$ cat src/rtl/fetch_decode_queue.sv
// fetch_decode_queue: prefetch FIFO between Fetch and Decode with show-ahead head and redirect flush
module fetch_decode_queue #(
    parameter int WIDTH       = 8,
    parameter int INSTR_WIDTH = 32,
    parameter int DEPTH       = 4
) (
    input  logic                     clk,
    input  logic                     reset,
    input  logic                     flush,
    input  logic                     validF,
    input  logic [INSTR_WIDTH-1:0]   InstrF,
    input  logic [WIDTH-1:0]         PCPlus4F,
    output logic                     enablePCFlipFlop,
    input  logic                     stallD,
    output logic                     validD,
    output logic [INSTR_WIDTH-1:0]   InstrD,
    output logic [WIDTH-1:0]         PCPlus4D,
    output logic [$clog2(DEPTH):0]   count
);
    localparam int AW = $clog2(DEPTH);
    localparam logic [AW:0] CNT_MAX = (AW+1)'(DEPTH);

    logic [INSTR_WIDTH-1:0] instr_mem [DEPTH];
    logic [WIDTH-1:0]       pc_mem    [DEPTH];
    logic [AW-1:0]          wr_ptr, rd_ptr;
    logic                   full, empty, push, pop;

    always_comb begin
        full             = count == CNT_MAX;
        empty            = count == '0;
        push             = validF & ~full & ~flush;
        pop              = ~empty & ~stallD & ~flush;
        enablePCFlipFlop = ~full;
        validD           = ~empty;
        InstrD           = empty ? '0 : instr_mem[rd_ptr];
        PCPlus4D         = empty ? '0 : pc_mem[rd_ptr];
    end

    always_ff @(posedge clk) begin
        if (reset | flush) begin
            wr_ptr <= '0;
            rd_ptr <= '0;
            count  <= '0;
        end else begin
            wr_ptr <= push ? wr_ptr + AW'(1) : wr_ptr;
            rd_ptr <= pop ? rd_ptr + AW'(1) : rd_ptr;
            count  <= (push & ~pop) ? count + (AW+1)'(1) :
                      (pop & ~push) ? count - (AW+1)'(1) : count;
        end
    end

    // storage is not reset; empty entries are never observable
    always_ff @(posedge clk) begin
        if (push & ~reset) begin
            instr_mem[wr_ptr] <= InstrF;
            pc_mem[wr_ptr]    <= PCPlus4F;
        end
    end
endmodule

$ cat config.mk
export PLATFORM = sky130hd
export DESIGN_NAME = fetch_decode_queue
export DESIGN_NICKNAME = d
export VERILOG_FILES = /design/src/rtl/fetch_decode_queue.sv
export SDC_FILE = /design/constraint.sdc
export NUM_CORES = 1
export LEC_CHECK = 0
export BUFFER_PORTS_ARGS = -buffer_cell sky130_fd_sc_hd__buf_2
export CAP_MARGIN = 20
export CORE_ASPECT_RATIO = 0.8
export CORE_UTILIZATION = 53
export DETAILED_ROUTE_END_ITERATION = 12
export PLACE_DENSITY_LB_ADDON = 0.15
export SLEW_MARGIN = 20
export SYNTH_ARGS = -nofsm -noshare
export SYNTH_HDL_FRONTEND = slang
export SYNTH_SLANG_ARGS = --single-unit
$ cat constraint.sdc
create_clock -name clk -period 2.6 [get_ports clk]
set_clock_uncertainty 0.05 [all_clocks]
set_input_delay 0.13 -clock clk [delete_from_list [all_inputs] [get_ports clk]]
set_output_delay 0.13 -clock clk [all_outputs]
set_load 0.1 [all_outputs]
==> summary.txt <==
Clocking
  – Root Buffer: clkbuf_16
  – Clk sink count: 169
  – Post_cts resized: 0
  – Clk slew on worst S/H paths: ~0.06 ns
  – CTS tree: built
  – Total CTS buffers: 17
  – Deepest clock path buffer count: 2
  – H-tree levels: 4
  – Worst-Skew Late Latency: 0.41 ns
  – Setup bufs post-CTS: 0

STA
  – Tmin final: 2.42 ns
  – Final Max Slew Viols: 0
  – Hold Vio Cnt, Final: 0
  – Final setup viols: 0
  – Period utilisation layout: 0.932
  – Fmax: 413 MHz
  – Hold slack final: about 0.034 ns
  – RSZ-0062 raised after global routing: no
  – TNS Setup: 0 ns
  – Worst slew pin tran: between 1 and 1.5 ns
  – Slew HR: 0.294

Synth
  – Flop and latch count out of synthesis: 169
  – Post-synth EDFFs: 160
  – Most frequent cells after synthesis: edfxtp_1 (160), and2_1 (40), mux4_2 (40)
  – Syn Nets: 356
  – Mapped Cells: roughly 310
  – Syn_area_per_cell: 21.5 µm²
  – Async set-or-reset flop fraction in the synthesized netlist: 0
  – Yosys warning total: 0
  – Leading area contributor after synthesis: edfxtp_1
  – Post-synth top flop: edfxtp_1
  – Synth top area cells: edfxtp_1 (73%), mux4_2 (14%), and2_1 (3.8%)
  – Top-count cell post-synth: edfxtp_1
  – Yosys cell types: 28
  – Seq/Total Area, Yosys: 0.759
  – Netlist Area Pre-Place: 6570 µm²
  – Area share of the largest cell type after synthesis: 0.731

Layout
  – Ant diodes: 0
  – Area delta synth->final: 25.2%
  – Nets@finish: 504
  – Layout cells sized above 1: 0.393

Worst hold path
  – HP Class: primary input to register
  – Hold Path End: wr_ptr[0]
  – Hold path depth: 4
  – HP Start: reset

Outcome
  – Outcome: finished clean

Critical path
  – Critical path's slowest cell: dfxtp_4
  – CP max FO: 15
  – WS Path Type: register to output port
  – Critical path's largest stage delay: 0.54 ns
  – Worst r2r src: count[2]
  – Crit path required time: 2.42 ns
  – Critical Path Start Type: register
  – Critical Path Sink Type: output port
  – Crit path cell chain: buf_4 > mux4_2 > and2_1 > buf_2
  – Worst reg-to-reg setup slack: 0.37 ns
  – FF-to-FF End: count[2]
  – Reg2reg path depth: 9
  – WP data arrival: 2.24 ns

Power and ir drop
  – Tot Pwr: 6.25 mW
  – Maximum VDD drop: between 500 and 600 µV
  – PwrDens: roughly 760 nW/µm²
  – Leak pwr: roughly 2.9 nW

Global routing
  – Largest net degree at the start of global routing: 41
  – Global Route Usage Sum: 0.198
  – Antenna violations before repair: 0
  – First-pass GRT wire length: 18200 µm
  – Grt ovf: 0
  – Vias in the first global route: around 3.4k

Floorplan
  – Die Area: between 10000 and 15000 µm²
  – Row count: 35
  – I/O Pins: 90
  – CORE AREA: ~12000 µm²
  – Die height: 102 µm
  – Starting density of the core: 0.558
  – Die W: between 100 and 150 µm

Run
  – # Max-Cap Violations: 0

Drt
  – Initial DRC Count: 217
  – Final wirelength: 11700 µm
  – Post-route DRC: 0
  – First-pass iteration count of the detailed router: 4
  – Antenna Violating Nets Remaining: 0
  – DR vias/cell: 5.51
  – Wire per inst: 19.0 µm
  – Vias: ~3.4k

Place
  – RD Place Congestion: 0.730
  – PortBufs: 89
  – HPWL after DPL: 7000 µm
==> metrics by stage <==
step	setup slack (ns)	instance area (µm²)	cells	util
4_1_cts	0.124	8230	614	0.698
6_report	0.178	8230	614	0.698
3_5_place_dp	0.386	7210	540	0.612
2_1_floorplan	0.0162	6590	305	-
5_1_grt	0.0609	8230	614	0.698
3_3_place_gp	0.456	7210	540	0.612
==> timing repair <==
action | CTS | global route
hold endpoints to repair | 163 | 0
setup endpoints to repair | 0 | 0
hold buffers | 42 | 0
==> kinds of logic after synthesis <==
group	after synthesis	share of synthesized area
buf+inv	18	0.0221
fa+ha+maj	6	0.0126
flops	169	0.759
compound gates	9	0.00800
mux	41	0.139
xor+xnor	2	0.00267
simple gates	60	0.0573
==> layout by cell type (no fill, tap or decap), types with 2 or more instances in the layout <==
master and n:
clkbuf_8 2, clkbuf_16 17, clkinvlp_4 2, mux4_2 40, buf_2 89, dfxtp_1 4
nand4_1 2, clkbuf_1 6, and3_2 4, inv_1 4, ha_1 4, o21ai_0 3
and2_1 40, xor2_1 2, a21oi_1 4, nor2_1 3, bufinv_16 3, dlygate4sd3_1 42
buf_12 2, or3_1 4, buf_4 10, edfxtp_1 160, dfxtp_4 4
==> worst max-delay path: cells and delay by family, from the launching register on <==
family	cells	cell delay, ns
buf+inv	2	0.57
flops	1	0.54
mux	1	0.52
simple gates	1	0.20
==> flip-flops by register name, indices dropped and copies added (netlist names), named ones only <==
register	count
count	3
pc_mem	32
rd_ptr	2
wr_ptr	2
instr_mem	128
==> how the worst max path moves through the flow <==
stage | from | endpoint | slack, ns | depth (start not counted)
after global routing | register | InstrD[14] | 0.06 | 4
after CTS | register | InstrD[14] | 0.12 | 4
after detailed placement | count[2] | count[2] | 0.39 | 9
after floorplan | count[0] | count[2] | 0.02 | 9
final | register | InstrD[14] | 0.18 | 4
after global placement | count[2] | count[2] | 0.46 | 9
==> power breakdown <==
group	internal [mW]	switching, mW	total (mW)
combinational	0.184	0.531	0.715
clock	1.56	0.949	2.51
sequential	3.01	0.0149	3.02
==> per-layer routing <==
metal / up-vias / track usage / share of wire
li1: 1522 / - / -
met5: - / 0 / 0
met1: 1738 / 0.242 / 0.42
met3: 13 / 0.0534 / 0.052
met4: 0 / 0.0677 / 0.011
met2: 108 / 0.346 / 0.51
==> layout make-up <==
class,count,area (µm²)
timing repair buffer,143,981
clock buffer,25,475
tap,148,185
inverter,4,15.0
multi-input combinational,118,1450
sequential,169,5000
clock inverter,7,119
fill,752,3550
Note: power is estimated with default switching activity, not from simulation.
